--- src/rtl/apb_master_pkg.sv ---
// Shared state encoding and default address map for the APB initiator.
// Imported by the decoder and the initiator top.
package apb_master_pkg;

    typedef enum logic [1:0] {
        StIdle   = 2'd0,
        StSetup  = 2'd1,
        StAccess = 2'd2,
        StResp   = 2'd3
    } state_e;

    localparam logic [31:0] PERIPH_BASE = 32'h1000_0000;
    localparam logic [31:0] PERIPH_MASK = 32'hFFFF_0000;
    localparam logic [31:0] TIMER_BASE  = 32'h1100_0000;
    localparam logic [31:0] TIMER_MASK  = 32'hFFFF_0000;

    // A disabled timeout (0) still needs a one-bit counter to keep the logic legal.
    function automatic int unsigned cnt_width(input int unsigned timeout);
        return (timeout == 0) ? 1 : $clog2(timeout + 1);
    endfunction

endpackage

--- src/rtl/apb_master_if.sv ---
// CPU request/response port and APB segment signals of the initiator.
// The master modport is the initiator's view; slave is the CPU plus responders.
interface apb_master_if #(
    parameter int unsigned ADDR_WIDTH = 32,
    parameter int unsigned DATA_WIDTH = 32,
    parameter int unsigned NUM_SLAVES = 2
);

    logic                           req_valid;
    logic                           req_ready;
    logic [ADDR_WIDTH-1:0]          req_addr;
    logic [DATA_WIDTH-1:0]          req_wdata;
    logic [3:0]                     req_wstrb;
    logic                           req_write;

    logic                           resp_valid;
    logic [DATA_WIDTH-1:0]          resp_rdata;
    logic                           resp_err;

    logic [ADDR_WIDTH-1:0]          paddr;
    logic [DATA_WIDTH-1:0]          pdata;
    logic                           pwrite;
    logic [3:0]                     pstb;
    logic [NUM_SLAVES-1:0]          psel;
    logic                           penable;
    logic [NUM_SLAVES*DATA_WIDTH-1:0] prdata;
    logic [NUM_SLAVES-1:0]          pready;
    logic [NUM_SLAVES-1:0]          perr;

    modport master (
        input  req_valid, req_addr, req_wdata, req_wstrb, req_write,
        output req_ready,
        output resp_valid, resp_rdata, resp_err,
        output paddr, pdata, pwrite, pstb, psel, penable,
        input  prdata, pready, perr
    );

    modport slave (
        output req_valid, req_addr, req_wdata, req_wstrb, req_write,
        input  req_ready,
        input  resp_valid, resp_rdata, resp_err,
        input  paddr, pdata, pwrite, pstb, psel, penable,
        output prdata, pready, perr
    );

endinterface

--- src/rtl/apb_decode.sv ---
// Combinational address decoder: one-hot region hit plus miss flag.
// Lowest slave index wins when regions overlap.
module apb_decode #(
    parameter int unsigned ADDR_WIDTH = 32,
    parameter int unsigned NUM_SLAVES = 2,
    parameter logic [NUM_SLAVES*ADDR_WIDTH-1:0] SLAVE_BASE = '0,
    parameter logic [NUM_SLAVES*ADDR_WIDTH-1:0] SLAVE_MASK = '0
) (
    input  logic [ADDR_WIDTH-1:0] addr,
    output logic [NUM_SLAVES-1:0] hit,
    output logic                  miss
);

    logic found;

    always_comb begin
        hit   = '0;
        found = 1'b0;
        for (int i = 0; i < NUM_SLAVES; i++) begin
            if (!found &&
                ((addr & SLAVE_MASK[i*ADDR_WIDTH +: ADDR_WIDTH]) ==
                 SLAVE_BASE[i*ADDR_WIDTH +: ADDR_WIDTH])) begin
                hit[i] = 1'b1;
                found  = 1'b1;
            end
        end
        miss = ~found;
    end

endmodule

--- src/rtl/apb_master.sv ---
// APB initiator: takes one CPU request at a time, runs SETUP/ACCESS against the
// decoded responder and returns a one-cycle response pulse with data and error.
module apb_master
    import apb_master_pkg::*;
#(
    parameter int unsigned ADDR_WIDTH     = 32,
    parameter int unsigned DATA_WIDTH     = 32,
    parameter int unsigned NUM_SLAVES     = 2,
    parameter logic [NUM_SLAVES*ADDR_WIDTH-1:0] SLAVE_BASE = {TIMER_BASE, PERIPH_BASE},
    parameter logic [NUM_SLAVES*ADDR_WIDTH-1:0] SLAVE_MASK = {TIMER_MASK, PERIPH_MASK},
    parameter int unsigned TIMEOUT_CYCLES = 256
) (
    input  logic          APB_PCLK,
    input  logic          APB_PRESET,
    apb_master_if.master  bus
);

    localparam int unsigned CntW = cnt_width(TIMEOUT_CYCLES);

    state_e                state_q;
    logic [CntW-1:0]       cnt_q;

    logic [NUM_SLAVES-1:0] hit;
    logic                  miss;

    logic                  sel_ready;
    logic                  sel_err;
    logic [DATA_WIDTH-1:0] sel_rdata;
    logic                  timed_out;

    apb_decode #(
        .ADDR_WIDTH (ADDR_WIDTH),
        .NUM_SLAVES (NUM_SLAVES),
        .SLAVE_BASE (SLAVE_BASE),
        .SLAVE_MASK (SLAVE_MASK)
    ) u_decode (
        .addr (bus.req_addr),
        .hit  (hit),
        .miss (miss)
    );

    // psel is one-hot while a transfer is live, so it masks out every other responder.
    always_comb begin
        sel_ready = 1'b0;
        sel_err   = 1'b0;
        sel_rdata = '0;
        for (int i = 0; i < NUM_SLAVES; i++) begin
            if (bus.psel[i]) begin
                sel_ready = sel_ready | bus.pready[i];
                sel_err   = sel_err | bus.perr[i];
                sel_rdata = sel_rdata | bus.prdata[i*DATA_WIDTH +: DATA_WIDTH];
            end
        end
    end

    // Fires on the edge that closes the TIMEOUT_CYCLES-th ACCESS cycle.
    assign timed_out = (TIMEOUT_CYCLES != 0) && (cnt_q == CntW'(TIMEOUT_CYCLES - 1));

    always_ff @(posedge APB_PCLK or posedge APB_PRESET) begin
        if (APB_PRESET) begin
            state_q        <= StIdle;
            cnt_q          <= '0;
            bus.req_ready  <= 1'b0;
            bus.resp_valid <= 1'b0;
            bus.resp_rdata <= '0;
            bus.resp_err   <= 1'b0;
            bus.paddr      <= '0;
            bus.pdata      <= '0;
            bus.pwrite     <= 1'b0;
            bus.pstb       <= '0;
            bus.psel       <= '0;
            bus.penable    <= 1'b0;
        end else begin
            bus.resp_valid <= 1'b0;
            bus.resp_rdata <= '0;
            bus.resp_err   <= 1'b0;

            unique case (state_q)
                StIdle: begin
                    if (bus.req_ready && bus.req_valid) begin
                        bus.req_ready <= 1'b0;
                        bus.paddr     <= bus.req_addr;
                        bus.pwrite    <= bus.req_write;
                        bus.pdata     <= bus.req_write ? bus.req_wdata : '0;
                        bus.pstb      <= bus.req_write ? bus.req_wstrb : 4'h0;
                        if (miss) begin
                            bus.resp_valid <= 1'b1;
                            bus.resp_err   <= 1'b1;
                            state_q        <= StResp;
                        end else begin
                            bus.psel <= hit;
                            state_q  <= StSetup;
                        end
                    end else begin
                        bus.req_ready <= 1'b1;
                    end
                end

                StSetup: begin
                    bus.penable <= 1'b1;
                    cnt_q       <= '0;
                    state_q     <= StAccess;
                end

                StAccess: begin
                    // pready wins over a timeout landing on the same edge.
                    if (sel_ready) begin
                        bus.resp_valid <= 1'b1;
                        bus.resp_err   <= sel_err;
                        bus.resp_rdata <= (!bus.pwrite && !sel_err) ? sel_rdata : '0;
                        bus.psel       <= '0;
                        bus.penable    <= 1'b0;
                        state_q        <= StResp;
                    end else if (timed_out) begin
                        bus.resp_valid <= 1'b1;
                        bus.resp_err   <= 1'b1;
                        bus.psel       <= '0;
                        bus.penable    <= 1'b0;
                        state_q        <= StResp;
                    end else if (cnt_q != {CntW{1'b1}}) begin
                        cnt_q <= cnt_q + 1'b1;
                    end
                end

                StResp: begin
                    bus.req_ready <= 1'b1;
                    state_q       <= StIdle;
                end

                default: state_q <= StIdle;
            endcase
        end
    end

endmodule

--- src/flat_wrapper.sv ---
// flat-port wrapper written by rule: the top's interface ports become plain ports
module apb_master_flat import apb_master_pkg::*;
#(
    parameter int unsigned ADDR_WIDTH     = 32,
    parameter int unsigned DATA_WIDTH     = 32,
    parameter int unsigned NUM_SLAVES     = 2,
    parameter logic [NUM_SLAVES*ADDR_WIDTH-1:0] SLAVE_BASE = {TIMER_BASE, PERIPH_BASE},
    parameter logic [NUM_SLAVES*ADDR_WIDTH-1:0] SLAVE_MASK = {TIMER_MASK, PERIPH_MASK},
    parameter int unsigned TIMEOUT_CYCLES = 256
)
  (APB_PCLK, APB_PRESET, bus_req_valid, bus_req_addr, bus_req_wdata, bus_req_wstrb, bus_req_write, bus_req_ready, bus_resp_valid, bus_resp_rdata, bus_resp_err, bus_paddr, bus_pdata, bus_pwrite, bus_pstb, bus_psel, bus_penable, bus_prdata, bus_pready, bus_perr);
  apb_master_if #(.ADDR_WIDTH(ADDR_WIDTH), .DATA_WIDTH(DATA_WIDTH), .NUM_SLAVES(NUM_SLAVES)) bus_i ();
  input  logic APB_PCLK;
  input  logic APB_PRESET;
  input wire logic [$bits(bus_i.req_valid)-1:0] bus_req_valid;
  input wire logic [$bits(bus_i.req_addr)-1:0] bus_req_addr;
  input wire logic [$bits(bus_i.req_wdata)-1:0] bus_req_wdata;
  input wire logic [$bits(bus_i.req_wstrb)-1:0] bus_req_wstrb;
  input wire logic [$bits(bus_i.req_write)-1:0] bus_req_write;
  output wire logic [$bits(bus_i.req_ready)-1:0] bus_req_ready;
  output wire logic [$bits(bus_i.resp_valid)-1:0] bus_resp_valid;
  output wire logic [$bits(bus_i.resp_rdata)-1:0] bus_resp_rdata;
  output wire logic [$bits(bus_i.resp_err)-1:0] bus_resp_err;
  output wire logic [$bits(bus_i.paddr)-1:0] bus_paddr;
  output wire logic [$bits(bus_i.pdata)-1:0] bus_pdata;
  output wire logic [$bits(bus_i.pwrite)-1:0] bus_pwrite;
  output wire logic [$bits(bus_i.pstb)-1:0] bus_pstb;
  output wire logic [$bits(bus_i.psel)-1:0] bus_psel;
  output wire logic [$bits(bus_i.penable)-1:0] bus_penable;
  input wire logic [$bits(bus_i.prdata)-1:0] bus_prdata;
  input wire logic [$bits(bus_i.pready)-1:0] bus_pready;
  input wire logic [$bits(bus_i.perr)-1:0] bus_perr;
  assign bus_i.req_valid = bus_req_valid;
  assign bus_i.req_addr = bus_req_addr;
  assign bus_i.req_wdata = bus_req_wdata;
  assign bus_i.req_wstrb = bus_req_wstrb;
  assign bus_i.req_write = bus_req_write;
  assign bus_req_ready = bus_i.req_ready;
  assign bus_resp_valid = bus_i.resp_valid;
  assign bus_resp_rdata = bus_i.resp_rdata;
  assign bus_resp_err = bus_i.resp_err;
  assign bus_paddr = bus_i.paddr;
  assign bus_pdata = bus_i.pdata;
  assign bus_pwrite = bus_i.pwrite;
  assign bus_pstb = bus_i.pstb;
  assign bus_psel = bus_i.psel;
  assign bus_penable = bus_i.penable;
  assign bus_i.prdata = bus_prdata;
  assign bus_i.pready = bus_pready;
  assign bus_i.perr = bus_perr;
  apb_master #(.ADDR_WIDTH(ADDR_WIDTH), .DATA_WIDTH(DATA_WIDTH), .NUM_SLAVES(NUM_SLAVES), .SLAVE_BASE(SLAVE_BASE), .SLAVE_MASK(SLAVE_MASK), .TIMEOUT_CYCLES(TIMEOUT_CYCLES)) u_core (.APB_PCLK(APB_PCLK), .APB_PRESET(APB_PRESET), .bus(bus_i));
endmodule
--- config.mk ---
export PLATFORM = sky130hd
export DESIGN_NAME = apb_master_flat
export DESIGN_NICKNAME = d
export VERILOG_FILES = /design/src/rtl/apb_master_pkg.sv /design/src/rtl/apb_master_if.sv /design/src/rtl/apb_decode.sv /design/src/rtl/apb_master.sv /design/src/flat_wrapper.sv
export SDC_FILE = /design/constraint.sdc
export NUM_CORES = 1
export LEC_CHECK = 0
export ABC_AREA = 1
export CAP_MARGIN = 20
export CORE_ASPECT_RATIO = 2
export CORE_MARGIN = 2
export CORE_UTILIZATION = 44
export DETAILED_ROUTE_END_ITERATION = 12
export GPL_TIMING_DRIVEN = 0
export HOLD_SLACK_MARGIN = 0.12
export PLACE_DENSITY = 0.84
export SYNTH_ARGS = -nofsm -noshare
export SYNTH_HDL_FRONTEND = slang
export SYNTH_SLANG_ARGS = --single-unit
--- constraint.sdc ---
create_clock -name APB_PCLK -period 7.5 [get_ports APB_PCLK]
set_input_delay 2.25 -clock APB_PCLK [delete_from_list [all_inputs] [get_ports APB_PCLK]]
set_output_delay 2.25 -clock APB_PCLK [all_outputs]
set_load 0.05 [all_outputs]
==> key figures, run 1 <==
Timing
  • Clock Skews: 0.0111 ns
  • Setup tns final: 0 ns
  • Final Hold Fails: 0
  • Final hold slack: 0.466 ns
  • Setup violations, final: 0
  • Rel. slew slack: 0.615
  • Slew Limit Fails: 0
  • Slew @ Worst Pin: 0.576 ns
  • RSZ-0062 raised after global routing: no
  • Fin crit share: 0.517
  • Final Critical Period: 3.88 ns
  • FMAX: 258 MHz

Synth
  • Top-count cell post-synth: nand2_1
  • Area contributors post-synth: dfrtp_1, nand2_1, a21oi_2
  • Synth cell types: 26
  • Area fraction of the dominant cell type after synthesis: 0.580
  • Yosys synthesis warning count: 0
  • Syn nets: 726
  • Synthesized area per cell: 8.79 µm²
  • Sequential cell area fraction in the yosys report: 0.580
  • Predominant post-synthesis flop cell: dfrtp_1
  • Mapped cell area: 5090 µm²
  • Cell count after synthesis: 579
  • Post-synth EDFFs: 0
  • Synth top cells by count: nand2_1, dfrtp_1, nand3_1
  • FF+latch count, synth: 118
  • Cell taking the most area after synthesis: dfrtp_1
  • Post-synth ARST share: 1.00

Pwr
  • Logic gate share of total power: 0.063
  • PwrDens: 183 nW/µm²
  • Leak pwr: 3.81 nW
  • Total power: 1.52 mW
  • Flop pwr share: 0.418
  • Switching power: 0.329 mW
  • Sw Share: 0.216
  • VDD IR-drop max: 226 µV
  • Clock network power share: 0.519
  • Cell Int Power: 1.19 mW

Floorplanning
  • Die area: 12500 µm²
  • Boundary Pins: 247
  • Num rows: 55
  • Die Y: 156 µm
  • Initial Utilization: 0.451
  • Die Wd: 80.1 µm
  • Core area: 11300 µm²

Critical path
  • RR Startpoint: u_core.cnt_q[3]$_DFFE_PP0P_
  • Reg2reg path depth: 12
  • CP Data Required Time: 5.25 ns
  • Cell Chain, Critical Path: clkdlybuf4s50_1
  • Critical path endpoint category: output pin
  • Reg2reg end: u_core.bus.psel[1]$_DFFE_PP0P_
  • Max incr delay on CP: 0.87 ns
  • CP delay by family, top: buffers and inverters
  • Max Fanout on Critical Path: 2
  • Slowest cell on the critical path: clkdlybuf4s50_1
  • Setup slack, reg-to-reg: 5.27 ns
  • Worst setup path class: register to output pin
  • CP arrival: 1.63 ns
  • Worst Path Buf+Inv: 1
  • Crit start category: register

Status
  • Status: complete, no violations

Clock tree
  • Num CTS Buffers: 17
  • Resized cells post-CTS: 0
  • Clk_lat worst skew: 0.41 ns
  • CTS clk-pin slew, worst paths: 0.06 ns
  • Clock buffer depth: 2
  • H-Tree Depth: 4
  • Post-CTS setup buffers: 0
  • Root Driver: clkbuf_16
  • CTS hold repair buffers: 0
  • # clock sinks: 118
  • CTS tree: built

Drt
  • Routed length per instance: 16.0 µm
  • Via density: 5.00
  • First-pass DRT Iterations: 5
  • Remaining antenna violation count: 0
  • Via count: 4998
  • DR DRC count: 0
  • DR iter-0 viols: 305
  • Final wirelength: 16.0 mm

Final layout
  • Layout cell share with drive strength beyond 1: 0.0992
  • Final nets: 991
  • N_diodes: 0
  • Final Core Density: 0.739
  • Non-Filler Instances: 999
  • P&R area growth vs syn: 63.8%

Worst hold path
  • Hold depth: 2
  • Hold_sp: u_core.bus.paddr[17]$_DFFE_PP0P_
  • Min-Delay Path Class: register to register
  • WHS Endpoint: u_core.bus.paddr[17]$_DFFE_PP0P_

Global route
  • Vias in the first global route: 5157
  • Largest net degree at the start of global routing: 72
  • First-pass GRT wire length: 25.0 mm
  • Antenna violations before repair: 0
  • GRT Total Usage: 0.261
  • Grt ovf: 0

Place
  • DP HPWL: 12.2 mm
  • Placed cells: 967
  • Gpl congestion: 0.889
  • PortBufs: 245

Run
  • Maxcap violations: 0
final cells by class:
cell class,instances,area [µm²]
clock buffer,18,429
fill,818,2950
multi-input combinational,410,1890
timing repair buffer,246,2480
clock inverter,14,154
tap,142,178
inverter,20,80.1
buffer,31,169
sequential,118,2950
logic make-up (layout without fill, tap and decap cells):
kind of cell	count (synthesis)	count (layout)	share of synthesized area
flops	118	118	0.580
simple gates	347	347	0.274
compound gates	54	54	0.0774
xor+xnor	2	2	0.00344
buf+inv	51	329	0.0479
fa+ha+maj	7	7	0.0172
how the worst max path moves through the flow:
stage,startpoint,end,slack [ns],depth (start not counted)
floorplan,APB_PRESET,u_core.bus.paddr[0]$_DFFE_PP0P_,2.12,1
global placement,APB_PRESET,u_core.bus.pdata[15]$_DFFE_PP0P_,0.55,2
detailed placement,bus_req_valid,u_core.bus.pdata[3]$_DFFE_PP0P_,3.69,7
CTS,u_core.bus.pdata[29]$_DFFE_PP0P_,bus_pdata[29],3.61,1
global route,u_core.bus.req_ready$_DFFE_PP0P_,bus_req_ready,3.57,1
finish,u_core.bus.pdata[29]$_DFFE_PP0P_,bus_pdata[29],3.62,1
flip-flops by register name, indices dropped and copies added (netlist names):
register	cells
u_core.state_q	2
u_core.bus.paddr	32
u_core.bus.pwrite	1
u_core.bus.pdata	32
u_core.bus.resp_rdata	32
u_core.bus.psel	2
u_core.bus.penable	1
u_core.bus.resp_valid	1
u_core.cnt_q	9
u_core.bus.req_ready	1
u_core.bus.resp_err	1
u_core.bus.pstb	4
through the flow:
| stage | setup WS, ns | cell area [µm²] |
|---|---|---|
| after floorplan | 2.12 | 5090 |
| after global placement | 0.549 | 7720 |
| after detailed placement | 3.69 | 7750 |
| after CTS | 3.61 | 8340 |
| after global routing | 3.57 | 8340 |
| final | 3.62 | 8340 |
metal layers:
metal | up-vias | global-route usage | wire [µm]
met5 | - | 0 | 0
met4 | 0 | 0.132 | 705
met3 | 44 | 0.0764 | 1120
met2 | 240 | 0.479 | 8750
met1 | 2358 | 0.258 | 5440
li1 | 2356 | - | -
worst register-to-register path, stage by stage (launching register included):
cell	delay, ns
dfrtp_1	0.40
nand2_1	0.11
nor2_1	0.22
inv_1	0.08
nor4_1	0.35
ha_1	0.29
nor2_1	0.06
nand3_1	0.09
o21ai_2	0.09
nor2_1	0.20
nand2_1	0.10
nand2_1	0.06
nand2_1	0.06
cell usage in the layout (no fill, tap or decap), types with 4 or more instances in the layout:
cell type,instances
a21oi_1,5
clkbuf_1,17
nand2_1,270
inv_1,18
nand3_1,45
a21oi_2,30
clkinvlp_4,5
clkbuf_16,17
dfrtp_1,118
ha_1,7
buf_4,6
nor2_1,23
buf_2,6
o21ai_0,12
nand4_1,4
clkdlybuf4s50_1,245
power by group through the flow:
stage / Clock, mW / Combinational, mW / Sequential, mW
floorplan: 0 / 0.0140 / 0.648
global placement: 0 / 0.0921 / 0.648
detailed placement: 0 / 0.0957 / 0.648
CTS: 0.802 / 0.0964 / 0.637
global route: 0.836 / 0.103 / 0.637
finish: 0.790 / 0.0954 / 0.637
No activity file was read; power rests on OpenSTA's default activity.
==> inputs of run 2 (changes only) <==
- CORE_UTILIZATION: 44 -> 41
- PLACE_DENSITY: 0.84 -> 0.79
- clock period: 7.5 -> 3.9 ns (I/O delays scaled with it)
==> run 2 against run 1 <==
  * Via count decreased by 1.0%
  * Clock-buffer cell count unchanged
  * Clock skew fell by 0.00053 ns
  * Global-route usage down 2.2 points
  * Clock power rose by 110%
  * Critical path depth stayed put
  * Sequential share of layout area shrank 0.35 points
  * Die area grew 7.0%
  * Sequential power up 93%
  * Register-to-register slack worse by 3.6 ns
  * Wire length decreased by 2.9%
  * Largest cell class unchanged
==> key figures, run 2 (synthesis results as in run 1) <==
Floorplanning
  • Die area: 13400 µm²
  • Die Wd: 82.8 µm
  • Core area: 12100 µm²
  • Num rows: 57
  • Die Y: 162 µm
  • Initial Utilization: 0.420
  • Boundary Pins: 247

Final layout
  • Final nets: 993
  • Largest regs: u_core.bus.paddr (32), u_core.bus.pdata (32), u_core.bus.resp_rdata (32)
  • Commonest non-fill, non-tap cell in the layout: nand2_1
  • Layout cell share with drive strength beyond 1: 0.101
  • Most frequent cells in the layout: nand2_1, clkdlybuf4s50_1, dfrtp_1
  • Layout fillers: 951
  • P&R area growth vs syn: 65.4%
  • N_diodes: 0

Critical path
  • Worst Path Buf+Inv: 1
  • CP Data Required Time: 2.73 ns
  • CP delay by family, top: buffers and inverters
  • Max incr delay on CP: 0.85 ns
  • Critical path endpoint category: output pin
  • Max Fanout on Critical Path: 3
  • Cell Chain, Critical Path: clkdlybuf4s50_1
  • Slowest cell on the critical path: clkdlybuf4s50_1
  • Worst setup path class: register to output pin
  • CP arrival: 1.64 ns
  • Crit start category: register

Drt
  • DR DRC count: 0
  • DR iter-0 viols: 208
  • Via count: 4948
  • Remaining antenna violation count: 0
  • Via density: 4.92
  • Final wirelength: 15.6 mm
  • First-pass DRT Iterations: 4
  • Routed length per instance: 15.5 µm

Global route
  • Antenna violations before repair: 0
  • Vias in the first global route: 5284
  • First-pass GRT wire length: 24.4 mm
  • Grt ovf: 0
  • Largest net degree at the start of global routing: 39
  • GRT Total Usage: 0.240

Pwr
  • PwrDens: 363 nW/µm²
  • Total power: 3.06 mW
  • VDD IR-drop max: 339 µV
  • Leak pwr: 3.85 nW

Clock tree
  • CTS tree: built
  • CTS hold repair buffers: 0
  • Num CTS Buffers: 17
  • Post-CTS setup buffers: 0
  • H-Tree Depth: 4
  • Root Driver: clkbuf_16
  • Clock buffer depth: 2
  • Clk_lat worst skew: 0.41 ns
  • # clock sinks: 118
  • CTS clk-pin slew, worst paths: 0.05 ns
  • Resized cells post-CTS: 0

Timing
  • Fin crit share: 0.721
  • Clock Skews: 0.0105 ns
  • Rel. slew slack: 0.618
  • RSZ-0062 raised after global routing: no
  • Final Critical Period: 2.81 ns
  • Slew Limit Fails: 0
  • Slew @ Worst Pin: 0.571 ns
  • Final Hold Fails: 0
  • Setup ws final: 1.09 ns
  • FMAX: 356 MHz
  • Setup tns final: 0 ns
  • Setup violations, final: 0

Place
  • Worst slack at placement: 1.13 ns
  • Gpl congestion: 0.791
  • PortBufs: 245
  • DP HPWL: 12.2 mm

Worst hold path
  • Min-Delay Path Class: register to register

Status
  • Status: complete, no violations

Run
  • Maxcap violations: 0
run 2: changes by cell type in the layout (fill, tap and decap cells not counted):
cell | before | now
bufinv_16 | 2 | 4
buf_16 | 1 | 0
inv_8 | 1 | 0
inv_6 | 2 | 3
clkinv_4 | 3 | 2
clkinv_2 | 2 | 1
buf_12 | 0 | 3
run 2: final timing paths:
kind | endpoint | cells after the start | start | slack (ns)
setup / recovery | bus_req_ready | 1 | u_core.bus.req_ready$_DFFE_PP0P_ | 1.09
hold / removal | u_core.bus.paddr[13]$_DFFE_PP0P_ | 2 | u_core.bus.paddr[13]$_DFFE_PP0P_ | 0.47
setup reg to reg | u_core.bus.psel[1]$_DFFE_PP0P_ | 12 | u_core.cnt_q[4]$_DFFE_PP0P_ | 1.68
hold reg to reg | u_core.bus.paddr[13]$_DFFE_PP0P_ | 2 | u_core.bus.paddr[13]$_DFFE_PP0P_ | 0.47
max in group asynchronous | u_core.bus.resp_rdata[7]$_DFF_PP0_ | 4 | APB_PRESET | 1.99
min in group asynchronous | u_core.bus.resp_rdata[15]$_DFF_PP0_ | 2 | APB_PRESET | 1.14
run 2: per-stage QoR:
stage | hold slack [ns] | instances | area [µm²] | utilization
detailed placement | 0.458 | 974 | 7790 | 0.643
CTS | 0.473 | 1006 | 8420 | 0.694
global route | 0.495 | 1006 | 8420 | 0.694
finish | 0.471 | 1006 | 8420 | 0.694
global placement | 0.456 | 971 | 7730 | 0.638
floorplan | 0.459 | 579 | 5090 | -
run 2: power breakdown:
group / switching, mW / internal, mW / leakage [nW]
Combinational: 0.0586 / 0.129 / 1.94
Sequential: 0 / 1.23 / 1.61
Clock: 0.568 / 1.08 / 0.294
Total: 0.627 / 2.43 / 3.85
run 2: layout make-up:
cell class                      count  area (µm²)  area share
Buffer                             31         169      0.0201
Clock buffer                       18         429      0.0510
Clock inverter                     14         199      0.0236
Inverter                           20        78.8     0.00936
Multi-Input combinational cell    410        1890       0.225
Sequential cell                   118        2950       0.351
Tap cell                          147         184      0.0218
Timing Repair Buffer              248        2510       0.298
run 2: metal layers:
layer	GRT usage	up-vias	share of wire
met1	0.220	2356	0.32
li1	-	2365	-
met5	0	-	0
met3	0.0827	34	0.080
met4	0.103	0	0.031
met2	0.451	193	0.57
run 2: tightest hold or removal path: cells and delay by family (launching register included):
kind | cells | cell delay (ns)
flip-flops | 1 | 0.34
AND/OR/NAND/NOR | 2 | 0.10
==> inputs of run 3 (changes only) <==
- CORE_UTILIZATION: 41 -> 37
- PLACE_DENSITY: 0.79 -> 0.75
- clock period: 3.9 -> 2.4 ns (I/O delays scaled with it)
==> run 3 against run 2 <==
  * Die area rose by 10%
  * First-iteration DRC count grew 0.48%
  * Critical path type unchanged
  * Critical path depth is the same
  * Wire length up 1.3%
  * Worst setup slack got worse by 1.0 ns
  * Total power up 59%
  * Critical endpoint is now bus_psel[0]
==> key figures, run 3 (synthesis results as in run 1) <==
Status
  • Status: complete, no violations

Timing
  • Slew @ Worst Pin: 0.571 ns
  • Final hold slack: 0.469 ns
  • FMAX: 428 MHz
  • Rel. slew slack: 0.618
  • Final Critical Period: 2.34 ns
  • Final Hold Fails: 0
  • Slew Limit Fails: 0
  • Setup violations, final: 0
  • RSZ-0062 raised after global routing: no
  • Fin crit share: 0.974
  • Clock Skews: 0.00946 ns

Run
  • Maxcap violations: 0

Drt
  • Met2 WL post-DR: 8.68 mm
  • Final wirelength: 15.8 mm
  • Remaining antenna violation count: 0
  • DR DRC count: 0
  • Top layer in use: met4
  • Routed length per instance: 15.6 µm
  • Via density: 4.75
  • DR iter-0 viols: 209
  • WL met3: 957 µm
  • M1 WL: 5.61 mm
  • Via count: 4807
  • First-pass DRT Iterations: 7

Floorplanning
  • Num rows: 60
  • Die Y: 170 µm
  • Die Wd: 86.9 µm
  • Initial Utilization: 0.379
  • Die area: 14800 µm²
  • Boundary Pins: 247
  • Core area: 13400 µm²

Clock tree
  • Root Driver: clkbuf_16
  • Resized cells post-CTS: 0
  • H-Tree Depth: 4
  • CTS tree: built
  • CTS clk-pin slew, worst paths: 0.06 ns
  • Num CTS Buffers: 17
  • Clock buffer depth: 2
  • CTS hold repair buffers: 0
  • # clock sinks: 118
  • Clk_lat worst skew: 0.40 ns
  • Post-CTS setup buffers: 0

Pwr
  • Leak pwr: 3.88 nW
  • PwrDens: 579 nW/µm²
  • VDD IR-drop max: 488 µV
  • Total power: 4.87 mW

Worst hold path
  • Hold_sp: u_core.bus.paddr[31]$_DFFE_PP0P_
  • WHS Endpoint: u_core.bus.paddr[31]$_DFFE_PP0P_
  • Min-Delay Path Class: register to register
  • Hold depth: 2

Critical path
  • Reg2reg end: u_core.bus.psel[1]$_DFFE_PP0P_
  • CP Data Required Time: 1.68 ns
  • CP arrival: 1.62 ns
  • CP delay by family, top: buffers and inverters
  • Worst setup path class: register to output pin
  • Max Fanout on Critical Path: 2
  • RR Startpoint: u_core.cnt_q[3]$_DFFE_PP0P_
  • Slowest cell on the critical path: clkdlybuf4s50_1
  • Max incr delay on CP: 0.84 ns
  • CP Depth: 1
  • Worst Path Buf+Inv: 1
  • Critical path endpoint category: output pin
  • Crit start category: register
  • Setup slack, reg-to-reg: 0.31 ns
  • Reg2reg path depth: 12
  • Cell Chain, Critical Path: clkdlybuf4s50_1

Final layout
  • Layout cell share with drive strength beyond 1: 0.103
  • Final Core Density: 0.626
  • Largest regs: u_core.bus.paddr (32), u_core.bus.pdata (32), u_core.bus.resp_rdata (32)
  • Commonest non-fill, non-tap cell in the layout: nand2_1
  • Final nets: 993
  • N_diodes: 0
  • Most frequent cells in the layout: nand2_1, clkdlybuf4s50_1, dfrtp_1
  • P&R area growth vs syn: 65.3%

Place
  • PortBufs: 245
  • DP HPWL: 12.1 mm
  • Gpl congestion: 0.828

Global route
  • Grt ovf: 0
  • Largest net degree at the start of global routing: 41
  • First-pass GRT wire length: 24.3 mm
  • GRT Total Usage: 0.215
  • Antenna violations before repair: 0
  • Vias in the first global route: 4804
[run 3: worst max path at each step]
stage	startpoint	to
6_report	u_core.bus.psel[0]$_DFFE_PP0P_	bus_psel[0]
5_1_grt	u_core.bus.psel[0]$_DFFE_PP0P_	bus_psel[0]
4_1_cts	u_core.bus.psel[1]$_DFFE_PP0P_	bus_psel[1]
3_5_place_dp	bus_req_valid	u_core.bus.pdata[26]$_DFFE_PP0P_
3_3_place_gp	APB_PRESET	u_core.bus.resp_rdata[20]$_DFF_PP0_
2_1_floorplan	APB_PRESET	u_core.bus.paddr[0]$_DFFE_PP0P_
[run 3: where the power goes]
part,internal [mW],leakage [nW],switching [mW],total (mW)
Sequential,1.99,1.61,0,1.99
Clock,1.65,0.292,0.926,2.58
Combinational,0.208,1.98,0.0927,0.301
Total,3.85,3.88,1.02,4.87
[run 3: per-layer routing]
metal / vias to the layer above / GRT usage
met4: 0 / 0.0978
met3: 27 / 0.0606
met5: - / 0
met1: 2230 / 0.222
met2: 187 / 0.391
li1: 2363 / -
[run 3: final cells by class]
class                      instances  area (µm²)
buffer                            31         169
clock buffer                      18         439
clock inverter                    13         156
fill                            1095        5020
inverter                          20        78.8
multi-input combinational        410        1910
sequential                       118        2950
tap                              155         194
timing repair buffer             248        2510
[run 3: through the flow]
stage	setup slack (ns)	TNS [ns]	area, µm²	std cells
global placement	-0.952	-110.68	7740	979
detailed placement	0.0123	0	7800	982
finish	0.0636	0	8410	1013
global route	0.0210	0	8410	1013
floorplan	0.239	0	5090	579
CTS	0.0226	0	8400	1013
